File: config.mk
export PLATFORM = sky130hd
export DESIGN_NAME = my_sync_sched
export DESIGN_NICKNAME = d
export VERILOG_FILES = /design/src/rtl/my_sync_sched.sv
export SDC_FILE = /design/constraint.sdc
export NUM_CORES = 1
export LEC_CHECK = 0
export ABC_CLOCK_PERIOD_IN_PS = 10350
export CORE_ASPECT_RATIO = 2
export CORE_MARGIN = 2
export CORE_UTILIZATION = 55
export CTS_CLUSTER_DIAMETER = 50
export CTS_CLUSTER_SIZE = 25
export DETAILED_ROUTE_END_ITERATION = 8
export HOLD_SLACK_MARGIN = 0.12
export PLACE_DENSITY = 0.81
export SLEW_MARGIN = 10
export SYNTH_ARGS = -nofsm -noshare
export SYNTH_HDL_FRONTEND = slang
export SYNTH_SLANG_ARGS = --single-unit
File: constraint.sdc
create_clock -name i_clk -period 10.35 [get_ports i_clk]
set_input_delay 3.105 -clock i_clk [delete_from_list [all_inputs] [get_ports i_clk]]
set_output_delay 3.105 -clock i_clk [all_outputs]
set_load 0.02 [all_outputs]
File: src/rtl/my_sync_sched.sv
// Sync square-wave sequencer: start/stop, continuous or N-pulse bursts,
// with host half-period updates deferred to toggle boundaries.
module my_sync_sched #(
    parameter int CNT_W          = 32,
    parameter int BURST_W        = 16,
    parameter int DEFAULT_PERIOD = 500000
) (
    input  logic               i_clk,
    input  logic               i_rst_n,
    input  logic               i_cfg_valid,
    input  logic [CNT_W-1:0]   i_cfg_period,
    output logic               o_cfg_ready,
    input  logic               i_start,
    input  logic               i_stop,
    input  logic [BURST_W-1:0] i_burst_len,
    output logic               o_sync_out,
    output logic               o_sync_rise,
    output logic               o_sync_fall,
    output logic               o_busy,
    output logic               o_done,
    output logic [BURST_W-1:0] o_pulse_cnt,
    output logic [CNT_W-1:0]   o_period_active
);

    typedef enum logic [1:0] {
        ST_IDLE,
        ST_RUN,
        ST_STOPPING
    } state_t;

    state_t             state_q, state_d;
    logic [CNT_W-1:0]   period_q, period_d;
    logic [CNT_W-1:0]   pend_q, pend_d;
    logic               pend_vld_q, pend_vld_d;
    logic [CNT_W-1:0]   cnt_q, cnt_d;
    logic [BURST_W-1:0] burst_q, burst_d;
    logic [BURST_W-1:0] pulse_q, pulse_d;
    logic               sync_q, sync_d;
    logic               rise_q, rise_d;
    logic               fall_q, fall_d;
    logic               done_q, done_d;

    logic               cfg_accept;
    logic [CNT_W-1:0]   cfg_clamped;
    logic               toggle;
    logic [BURST_W-1:0] pulse_inc;
    logic               burst_hit;
    logic               go_idle;
    logic               apply_pend;

    assign cfg_accept  = i_cfg_valid && !pend_vld_q;
    assign cfg_clamped = (i_cfg_period == '0) ? CNT_W'(1) : i_cfg_period;
    assign toggle      = (cnt_q == period_q - CNT_W'(1));
    assign pulse_inc   = pulse_q + BURST_W'(1);
    assign burst_hit   = (burst_q != '0) && (pulse_inc == burst_q);

    always_comb begin
        state_d    = state_q;
        period_d   = period_q;
        pend_d     = pend_q;
        pend_vld_d = pend_vld_q;
        cnt_d      = cnt_q;
        burst_d    = burst_q;
        pulse_d    = pulse_q;
        sync_d     = sync_q;
        rise_d     = 1'b0;
        fall_d     = 1'b0;
        done_d     = 1'b0;
        go_idle    = 1'b0;
        apply_pend = 1'b0;

        case (state_q)
            ST_IDLE: begin
                if (i_start && !i_stop) begin
                    state_d = ST_RUN;
                    cnt_d   = '0;
                    burst_d = i_burst_len;
                    pulse_d = '0;
                end
            end
            ST_RUN, ST_STOPPING: begin
                cnt_d = cnt_q + CNT_W'(1);
                // A stop while low ends at once; a stop while high waits for the fall.
                if (state_q == ST_RUN && i_stop && !sync_q) begin
                    go_idle = 1'b1;
                end else if (toggle) begin
                    cnt_d      = '0;
                    sync_d     = !sync_q;
                    apply_pend = 1'b1;
                    if (!sync_q) begin
                        rise_d = 1'b1;
                    end else begin
                        fall_d  = 1'b1;
                        pulse_d = pulse_inc;
                        if (burst_hit || state_q == ST_STOPPING || i_stop) begin
                            go_idle = 1'b1;
                        end
                    end
                end else if (state_q == ST_RUN && i_stop) begin
                    state_d = ST_STOPPING;
                end
            end
            default: begin
                state_d = ST_IDLE;
            end
        endcase

        if (go_idle) begin
            state_d    = ST_IDLE;
            cnt_d      = '0;
            done_d     = 1'b1;
            apply_pend = 1'b1;
        end

        if (apply_pend && pend_vld_q) begin
            period_d   = pend_q;
            pend_vld_d = 1'b0;
        end

        // Once idle there is no later toggle, so a value arriving now goes straight to P.
        if (cfg_accept) begin
            if (state_q == ST_IDLE || go_idle) begin
                period_d = cfg_clamped;
            end else begin
                pend_d     = cfg_clamped;
                pend_vld_d = 1'b1;
            end
        end
    end

    always_ff @(posedge i_clk or negedge i_rst_n) begin
        if (!i_rst_n) begin
            state_q    <= ST_IDLE;
            period_q   <= CNT_W'(DEFAULT_PERIOD);
            pend_q     <= '0;
            pend_vld_q <= 1'b0;
            cnt_q      <= '0;
            burst_q    <= '0;
            pulse_q    <= '0;
            sync_q     <= 1'b0;
            rise_q     <= 1'b0;
            fall_q     <= 1'b0;
            done_q     <= 1'b0;
        end else begin
            state_q    <= state_d;
            period_q   <= period_d;
            pend_q     <= pend_d;
            pend_vld_q <= pend_vld_d;
            cnt_q      <= cnt_d;
            burst_q    <= burst_d;
            pulse_q    <= pulse_d;
            sync_q     <= sync_d;
            rise_q     <= rise_d;
            fall_q     <= fall_d;
            done_q     <= done_d;
        end
    end

    assign o_cfg_ready     = !pend_vld_q;
    assign o_sync_out      = sync_q;
    assign o_sync_rise     = rise_q;
    assign o_sync_fall     = fall_q;
    assign o_busy          = (state_q != ST_IDLE);
    assign o_done          = done_q;
    assign o_pulse_cnt     = pulse_q;
    assign o_period_active = period_q;

endmodule
# Yosys cells after proc, flatten, opt, wreduce, memory -nomap -nowiden
# Index checks and enable logic that the tools add are counted.
# Widths: inputs -> output; s select.
totals:
  register_bits: 135
  input_bits: 53
  output_inout_bits: 54
  wordCells: 94
op_classes:
  add_sub_neg: 3
  n_eq_ne: 12
  n_mux: 41
  n_bitwise: 2
  n_reduce_logical: 25
ops:
  columns: ["op", "count"]
  rows:
  - ["$mux 32", 8]
  - ["$mux 16", 4]
  - ["$pmux 32 s2", 1]
  - ["$add 32x1->32 const B", 1]
  - ["$eq 32x32->1", 1]
  - ["$logic_not 32->1", 1]
  - ["$pmux 16 s2", 1]
  - ["$sub 32x1->32 const B", 1]
  - ["$mux 1", 21]
  - ["$add 16x1->16 const B", 1]
  - ["$eq 16x16->1", 1]
  - ["$reduce_bool 16->1", 1]
  - ["$ne 3x3->1 const B", 4]
  - ["$mux 2", 5]
  - ["$ne 2x2->1 const B", 4]
  - ["$logic_and 1x1->1", 6]
  - ["$reduce_and 2->1", 3]
  - ["$reduce_and 5->1", 1]
  - ["$pmux 2 s2", 1]
  - ["$reduce_and 4->1", 1]
  - ["$reduce_bool 2->1", 2]
  - ["$logic_not 1->1", 3]
  - ["$logic_or 1x1->1", 3]
  - ["$reduce_and 3->1", 1]
  - ["other kinds (6)", 7]

# Longest topological paths before layout
depth:
  word_depth: 15
  ltp_mapped: 14
  ltp_nobuf: 11

# Least setup slack after synthesis
# Ideal clock, no wire load.
synth_timing:
  path_type: "input -> register"
  from: "input i_stop"
  to: "register cnt_q[24]"
  setup_time_ps: 83
  t_arrival_ps: 4468
  t_required_ps: 10267
  setup_slack_ps: 5799
  cell_stages: 8
  path_buffers: 3
  cell_sequence: "nand2b_1 > and2_1 > buf_1 > nor4_1 > buf_2 > buf_2 > nand4_1 > o21ai_0"
synth_via:
  elab_chain_len: 8
  elab_cells_between_ends: 16
  cone_classes: "eq/ne: 1; mux: 8; reduce/logical: 7"
synth_lines:
  columns: ["item", "line", "source"]
  rows:
  - ["start: declaration", "14", "input logic i_stop,"]
  - ["$logic_or 1x1->1", "95", "if (burst_hit || state_q == ST_STOPPING || i_stop) begin"]
  - ["$mux 1", "95", null]
  - ["$mux 1", "90", "if (!sync_q) begin"]
  - ["$mux 1", "86", "end else if (toggle) begin"]
  - ["$mux 1", "84", "if (state_q == ST_RUN && i_stop && !sync_q) begin"]
  - ["$mux 1", "72", "case (state_q)"]
  - ["$ne 3x3->1 (no line) or $reduce_bool 3->1 (tied branches)", null, null]
  - ["$reduce_and 2->1 (no line)", null, null]
  - ["end signal: assignment", "149", "cnt_q <= cnt_d;"]
  - ["end: declaration", "35", "logic [CNT_W-1:0] cnt_q, cnt_d;"]
# Parallel ways exist; a longest one is shown, timed or not.
# A chain may end at the register's enable or synchronous reset.

# Final worst setup path
layout_timing:
  from: "register state_q[0]"
  to: "output o_busy"
layout_via:
  elab_chain_len: 1
layout_lines:
  columns: ["item", "line", "source"]
  rows:
  - ["start: declaration", "31", "state_t state_q, state_d;"]
  - ["start signal: assignment", "145", "state_q <= state_d;"]
  - ["$reduce_bool 2->1", "163", "assign o_busy = (state_q != ST_IDLE);"]
  - ["end: declaration", "19", "output logic o_busy,"]
# No other way between the ends.

==> results.yml <==
worst_setup_path:
  slowest_stage: "clkdlybuf4s50_1"
  path_common_cell: "inv_1"
  reg2reg_slack_ns: 5.60
  crit_chain: "inv_1, ha_1, inv_1, clkdlybuf4s50_1"
  path_buf_inv: 3
  critPathLaunch: "state_q[0]$_DFFE_PN0P_"
  cp_max_fo: 7
  crit_path_start_kind: "flip-flop"
  path_delay_family: "buffers and inverters"
  cp-end-kind: "primary output"
  crit_required_ns: 7.25
  r2r-start: "o_period_active[7]$_DFF_PN0_"
  path_class: "flip-flop to primary output"
  worstPathArrival_ns: 2.05
  max_stage_delay_ns: 0.66
pwr:
  power_mw: 2.67
  irDropWorstVdd_mv: 0.181
  p_leak_nw: 3.95
  power.density_nw_per_um2: 265
detailed_routing:
  wl_mm: 22.3
  wl_met2_mm: 12.2
  dr_wl_met3_um: 856
  viasPerCell: 6.24
  m1WireLength_mm: 8.16
  drtAntennaViolNets: 0
  wl_per_cell_um: 19.7
  dr.max_layer_used: "met4"
  vias: 7050
  drt_iter0_markers: 576
  route.detailed.drc: 0
  dr.pass1.iters: 4
synthesis:
  synth_common_cells: "128 x dfrtp_1, 63 x nand2_1, 57 x mux2_1"
  yosysSeqAreaShare_pct: 40.7
  avgSynthCellArea_sq_um: 10.0
  ys.flop_type: "dfrtp_1"
  ys_seq_elements: 135
  syn_area_sq_um: 8320
  yosysMostFrequentCell: "dfrtp_1"
  netlist_instances: 828
  synth_warnings: 0
  synth.distinct_cells: 75
  synth_top_area_share_pct: 38.5
  synth_area_leaders: "dfrtp_1 38%, mux2_1 7.7%, mux2_2 7.3%"
  synth_top_area_cell: "dfrtp_1"
  syn_nets: 888
  synthArstFlopShare_pct: 100
  synth-edff-count: 0
worst_hold_path:
  hp-start: "pend_q[12]$_DFFE_PN0P_"
  hold_class: "flip-flop to flip-flop"
global_route:
  grt_max_degree: 70
  grt-ovfl-total: 0
  grt.total_usage_pct: 28.3
  grt_pass1_wl_mm: 36.5
  first_global_vias: 7353
  antenna_found_initial: 0
floorplan:
  dieArea_sq_um: 16200
  core_area_sq_um: 14800
  die_h_um: 178
  placementRows: 63
  pin_count: 107
  initial_core_util_pct: 56.1
  die_w_um: 91.0
sta:
  hold_viol: 0
  slew_viol_final: 0
  period_share_pct: 49.8
  slew_headroom_pct: 23.5
  fmax_ghz: 0.194
  skew_ns: 0.0130
  setup_viol: 0
  setup-tns-final_ns: 0
  whs_ns: 0.483
  fin_crit_ns: 5.15
  rsz0062_at_grt: "false"
  worst_pin_slew_ns: 1.14
clock_tree:
  cts.sinks: 135
  post_cts_resized: 0
  cts_root_buffer: "clkbuf_16"
  clkTransAtPathRegs_ns: 0.06
  cts_setup_buffers: 0
  cts.path.max_buffers: 2
  cts_tree: "done"
  htreeDepth: 4
  clock_latency_ns: 0.42
  numCtsBuffers: 17
  hold_buffers: 0
run_status:
  status: "finished clean"
layout:
  fin_util_pct: 67.9
  drive_gt1_share_pct: 12.9
  n_antenna_cell: 0
  areaGrowthSynthToFinish_pct: 21.0
  final_nets: 982
job:
  cap_violations: 0
place:
  hpwl_mm: 16.0
  portBuffers: 106
  globalplace.congestion: 0.955
## path summary, 6_finish.rpt
kind,end,depth (start not counted)
worst min register to register,pend_q[12]$_DFFE_PN0P_,1
worst max register to register,o_period_active[19]$_DFF_PN0_,10
worst max-delay path,o_busy,4
min in group asynchronous,o_pulse_cnt[13]$_DFFE_PN0P_,1
max in group asynchronous,o_period_active[1]$_DFF_PN0_,2
worst min-delay path,pend_q[12]$_DFFE_PN0P_,1
## through the flow
step / worst slack (ns) / std cells / cell area [sq um]
global route: 5.12 / 1130 / 10100
CTS: 5.19 / 1130 / 10100
global placement: 4.94 / 1098 / 9480
floorplan: 5.80 / 828 / 8320
finish: 5.20 / 1130 / 10100
detailed placement: 4.93 / 1098 / 9480
## final cells by class
cell class / count / area (sq um)
Fill cell: 1180 / 4750
Multi-Input combinational cell: 639 / 4680
Sequential cell: 135 / 3390
Timing Repair Buffer: 113 / 1110
Clock buffer: 19 / 433
Tap cell: 195 / 244
Clock inverter: 13 / 148
Inverter: 16 / 60.1
## cells by family (layout without fill, tap and decap cells)
| family | Yosys count | count (layout) | synth area share (%) |
|---|---|---|---|
| adder cells (fa/ha/maj) | 7 | 7 | 1.05 |
| XOR/XNOR | 55 | 55 | 5.95 |
| flip-flops | 135 | 135 | 40.7 |
| multiplexers | 126 | 126 | 16.8 |
| AND/OR/NAND/NOR | 300 | 300 | 19.7 |
| AO/OA/AOI/OAI | 151 | 151 | 12.5 |
| buffers and inverters | 54 | 161 | 3.25 |
## layout by cell type (no fill, tap or decap), types with 24 or more instances in the layout
master | synthesis | routed
nor3_1 | 29 | 29
dfrtp_1 | 128 | 128
nand2_1 | 63 | 63
nor2_1 | 42 | 42
mux2_1 | 57 | 57
xnor2_1 | 30 | 30
nor4_1 | 26 | 25
clkdlybuf4s50_1 | 0 | 105
o21ai_0 | 52 | 52
xor2_1 | 24 | 24
mux2_2 | 54 | 54
## layer usage
layer / global-route usage, % / vias up
met5: 0 / -
met1: 29.9 / 3472
li1: - / 3271
met3: 4.16 / 68
met4: 16.0 / 0
met2: 52.7 / 239
## state kept, by name, summed over array words and instances, names as in the netlist
name	flops
o_pulse_cnt	16
o_sync_fall	1
state_q	2
cnt_q	32
o_period_active	32
pend_vld_q	1
o_sync_rise	1
o_sync_out	1
o_done	1
burst_q	16
pend_q	32
## where the power goes
part / total (mW) / internal, mW / switching [mW]
clock: 0.602 / 0.357 / 0.244
combinational: 1.13 / 0.558 / 0.570
sequential: 0.940 / 0.713 / 0.228
No activity file was read; power rests on OpenSTA's default activity.
